--- src/rtl/add_round_key_collect_if.sv ---
`default_nettype none
// ============================================================================
//  Module   : add_round_key_collect_if
//  Brief    : Column input / state output bundle for the AddRoundKey collector
//  Revision : 1.0  initial release
// ============================================================================
interface add_round_key_collect_if;
    logic         col_valid;
    logic         col_ready;
    logic [31:0]  col_data;
    logic [127:0] rk_data;
    logic         flush;
    logic         state_valid;
    logic         state_ready;
    logic [127:0] state_data;
    logic [1:0]   col_idx;

    modport master (
        output col_valid, col_data, rk_data, flush, state_ready,
        input  col_ready, state_valid, state_data, col_idx
    );

    modport slave (
        input  col_valid, col_data, rk_data, flush, state_ready,
        output col_ready, state_valid, state_data, col_idx
    );
endinterface
`default_nettype wire

--- src/rtl/add_round_key_collect.sv ---
`default_nettype none
// ============================================================================
//  Module   : add_round_key_collect
//  Brief    : Collects four MixColumns outputs into an AES-128 state and
//             applies AddRoundKey behind a registered valid/ready port
//  Revision : 1.0  initial release
// ============================================================================
module add_round_key_collect (
    input  wire logic               clk,
    input  wire logic               rst,
    add_round_key_collect_if.slave  bus
);

    localparam logic [1:0] c_last_col = 2'd3;

    logic [1:0]   r_col_idx;
    logic [31:0]  r_buf0;
    logic [31:0]  r_buf1;
    logic [31:0]  r_buf2;
    logic         r_state_valid;
    logic [127:0] r_state_data;

    logic         w_col_ready;
    logic         w_col_hs;
    logic         w_out_hs;
    logic         w_produce;
    logic [127:0] w_next_state;

    // Column 3 may only land when the output slot is free or draining now.
    assign w_col_ready = (r_col_idx != c_last_col) || !r_state_valid || bus.state_ready;
    assign w_col_hs    = bus.col_valid && w_col_ready;
    assign w_out_hs    = r_state_valid && bus.state_ready;
    assign w_produce   = w_col_hs && !bus.flush && (r_col_idx == c_last_col);

    assign w_next_state = {bus.col_data ^ bus.rk_data[127:96],
                           r_buf2       ^ bus.rk_data[95:64],
                           r_buf1       ^ bus.rk_data[63:32],
                           r_buf0       ^ bus.rk_data[31:0]};

    always_ff @(posedge clk) begin
        if (rst) begin
            r_col_idx     <= 2'd0;
            r_buf0        <= 32'h0;
            r_buf1        <= 32'h0;
            r_buf2        <= 32'h0;
            r_state_valid <= 1'b0;
            r_state_data  <= 128'h0;
        end else begin
            if (bus.flush) begin
                r_col_idx <= 2'd0;
            end else if (w_col_hs) begin
                r_col_idx <= r_col_idx + 2'd1;
                case (r_col_idx)
                    2'd0:    r_buf0 <= bus.col_data;
                    2'd1:    r_buf1 <= bus.col_data;
                    2'd2:    r_buf2 <= bus.col_data;
                    default: ;
                endcase
            end

            // A new state wins over a same-cycle drain.
            if (w_produce) begin
                r_state_valid <= 1'b1;
                r_state_data  <= w_next_state;
            end else if (w_out_hs) begin
                r_state_valid <= 1'b0;
            end
        end
    end

    assign bus.col_ready   = w_col_ready;
    assign bus.state_valid = r_state_valid;
    assign bus.state_data  = r_state_data;
    assign bus.col_idx     = r_col_idx;

endmodule
`default_nettype wire

--- src/flat_wrapper.sv ---
// flat-port wrapper written by rule: the top's interface ports become plain ports
module add_round_key_collect_flat 
  (clk, rst, bus_col_valid, bus_col_data, bus_rk_data, bus_flush, bus_state_ready, bus_col_ready, bus_state_valid, bus_state_data, bus_col_idx);
  add_round_key_collect_if bus_i ();
  input  wire logic clk;
  input  wire logic rst;
  input wire logic [$bits(bus_i.col_valid)-1:0] bus_col_valid;
  input wire logic [$bits(bus_i.col_data)-1:0] bus_col_data;
  input wire logic [$bits(bus_i.rk_data)-1:0] bus_rk_data;
  input wire logic [$bits(bus_i.flush)-1:0] bus_flush;
  input wire logic [$bits(bus_i.state_ready)-1:0] bus_state_ready;
  output wire logic [$bits(bus_i.col_ready)-1:0] bus_col_ready;
  output wire logic [$bits(bus_i.state_valid)-1:0] bus_state_valid;
  output wire logic [$bits(bus_i.state_data)-1:0] bus_state_data;
  output wire logic [$bits(bus_i.col_idx)-1:0] bus_col_idx;
  assign bus_i.col_valid = bus_col_valid;
  assign bus_i.col_data = bus_col_data;
  assign bus_i.rk_data = bus_rk_data;
  assign bus_i.flush = bus_flush;
  assign bus_i.state_ready = bus_state_ready;
  assign bus_col_ready = bus_i.col_ready;
  assign bus_state_valid = bus_i.state_valid;
  assign bus_state_data = bus_i.state_data;
  assign bus_col_idx = bus_i.col_idx;
  add_round_key_collect u_core (.clk(clk), .rst(rst), .bus(bus_i));
endmodule
--- config.mk ---
export PLATFORM = sky130hd
export DESIGN_NAME = add_round_key_collect_flat
export DESIGN_NICKNAME = d
export VERILOG_FILES = /design/src/rtl/add_round_key_collect_if.sv /design/src/rtl/add_round_key_collect.sv /design/src/flat_wrapper.sv
export SDC_FILE = /design/constraint.sdc
export NUM_CORES = 1
export LEC_CHECK = 0
export ABC_AREA = 1
export BUFFER_PORTS_ARGS = -buffer_cell sky130_fd_sc_hd__buf_2
export CORE_ASPECT_RATIO = 0.75
export CORE_UTILIZATION = 52
export DETAILED_ROUTE_END_ITERATION = 8
export PLACE_DENSITY = 0.8
export SYNTH_ARGS = -nofsm -noshare
export SYNTH_HDL_FRONTEND = slang
export SYNTH_SLANG_ARGS = --single-unit
--- constraint.sdc ---
create_clock -name clk -period 1.7 [get_ports clk]
set_clock_uncertainty 0.05 [all_clocks]
set_input_delay 0.255 -clock clk [delete_from_list [all_inputs] [get_ports clk]]
set_output_delay 0.255 -clock clk [all_outputs]
set_load 0.005 [all_outputs]
==> metrics.cfg <==
[placement]
pre_cts_ws_ns = 0.129
dp_hpwl_mm = 21.5
place_area_um2 = 12200
gp_congestion = 0.807
port_buffers = 296
placedCellCount = 2081

[cts]
cts.sinks = 227
cts_root_buffer = clkbuf_16
clockBufferDepth = 3
htree_num_levels = 1
postCtsSetupRepairBufs = 0
clk_pin_slew_ns = 0.06
clk_latency_ns = 0.50
numCtsBuffers = 23
cts_tree = done

[synthesis]
syn_area_um2 = 10500
yosysTopAreaCell = dfxtp_1
synth_cell_types = 16
syn_inst = 1577
synth_warnings = 0
synth_edf_count = 0
ys.flop_type = dfxtp_1
yosys-top-cells-area = dfxtp_1 43%, nor2_1 16%, nand2_1 16%, xor2_1 11%, inv_1 8.3%
async_reset_ff_share_pct = 0
yosysMostFrequentCell = nor2_1
synth_nets = 1746
synth_area_per_cell_um2 = 6.64
synth_top_cell_area_share_pct = 43.4
seq_area_frac_synth_pct = 43.4
ys_top_cells_by_count = 456 x nor2_1, 450 x nand2_1, 231 x inv_1
ys_ff_latch = 227

[timing]
max_slew_margin_pct = 77.0
fmax_ghz = 0.620
period_share_pct = 94.9
hold_viol = 0
worst_pin_slew_ns = 0.344
timing.hold.ws_ns = 0.0168
drv_slew = 0
fin_setup_tns_ns = 0
setup_ws_ns = 0.0869
setup_viol = 0
min_period_ns = 1.61

[setup_path]
start_kind = flop
endpoint_kind = output pin
crit_arrival_ns = 1.31
required_ns = 1.39
criticalPathCategory = flop to output pin
cp_max_fo = 5

[route]
drc_errors = 18
wl_mm = 30.1
avgRoutedWirePerCell_um = 14.2
dr.pass1.iters = 8
drtIter0Drc = 685
via_per_inst = 4.54
via_count = 9646
antenna_left = 0

[pwr]
power_mw = 11.4
leakage_nw = 7.89
power_density_nw_per_um2 = 875
ir_drop_uv = 674

[final_layout]
multi_input_area_um2 = 4670
final_core_util_pct = 66.5
final_cells = 2123
n_antenna_cell = 0
design_area_um2 = 13000
nFillCells = 1710
final-seq-area_um2 = 4550
layout-drive-gt1-share_pct = 19.6
final_nets = 2023
area_growth_pct = 24.2

[floorplan]
initial_core_util_pct = 53.6
rows = 44
io_pins = 297
core_area_um2 = 19500
die_x_um = 166
die_area_um2 = 20700
fp.dieH_um = 125

[outcome]
violations = DRC
status = complete, but fails checks

[global_routing]
grt_first_pass_wirelength_mm = 46.8
grt_use_total_pct = 28.8
grt_pass1_vias = 9171
grt_max_degree = 65
antenna_found_initial = 0
overflow = 0

[worst_hold_path]
hp-class = primary input to flop

[job]
drv_cap = 0

[power breakdown]
| group | internal (mW) | total (mW) | switching [mW] | leakage (nW) |
|---|---|---|---|---|
| logic | 0.375 | 0.942 | 0.567 | 5.68 |
| clock network | 2.86 | 4.93 | 2.08 | 0.366 |
| registers | 5.42 | 5.50 | 0.0815 | 1.84 |
| total | 8.65 | 11.4 | 2.73 | 7.89 |
[path summary, 6_finish.rpt]
check | cells after the start | startpoint | endpoint | slack (ns)
min reg2reg | 4 | u_core.bus.state_data[94] | u_core.bus.state_data[94] | 0.46
max | 3 | u_core.bus.col_idx[1] | bus_col_ready | 0.09
max reg2reg | 8 | u_core.bus.col_idx[0] | u_core.r_buf0[0] | 0.12
min | 4 | bus_rk_data[37] | u_core.bus.state_data[37] | 0.02
[routing by layer]
layer	part of all wire (%)	vias to the layer above	track usage, %
met5	0	-	0
met1	42	4242	35.6
met4	3.3	0	9.02
met3	8.4	59	7.31
met2	46	312	49.2
li1	-	5033	-
[area by class of cell]
class,count,area share [%]
Tap cell,253,2.43
Multi-Input combinational cell,1046,35.9
Clock inverter,4,0.231
Clock buffer,37,5.45
Inverter,233,6.77
Timing Repair Buffer,323,14.2
Sequential cell,227,35.0
[registers in the layout, summed over array words and instances, names as in the netlist]
name	flops
u_core.bus.state_valid	1
u_core.bus.col_idx	2
u_core.bus.state_data	128
u_core.r_buf1	32
u_core.r_buf2	32
u_core.r_buf0	32
[critical path: stages (launching register included)]
cell and delay [ns]:
dfxtp_2 0.38, ha_4 0.17, nand3_4 0.11, buf_2 0.16
[repair_timing]
| action | 4_1_cts | 5_1_grt |
|---|---|---|
| hold buffers | 1 | 0 |
| pin swaps | 0 | 0 |
| endpoints found under the setup margin | 1 | 1 |
| gates resized for setup | 4 | 2 |
| endpoints found under the hold margin | 1 | 0 |
[cells by family (layout without fill, tap and decap cells)]
family,after synthesis,in the layout,synth area share [%]
AO/OA/AOI/OAI,3,3,0.143
XOR/XNOR,128,128,10.7
adder cells (fa/ha/maj),4,4,0.478
buffers and inverters,304,597,12.2
flip-flops,227,227,43.4
AND/OR/NAND/NOR,911,911,33.1
[layout by cell type, fill, tap and decap left out, types with 8 or more instances in the layout]
cell	netlist	final
clkbuf_16	0	23
buf_2	33	296
nand2_1	450	450
inv_1	231	231
clkbuf_8	0	8
buf_12	0	13
nor2_1	456	456
xor2_1	128	128
dfxtp_1	227	225
buf_4	11	13
(Power assumes the default switching activity.)
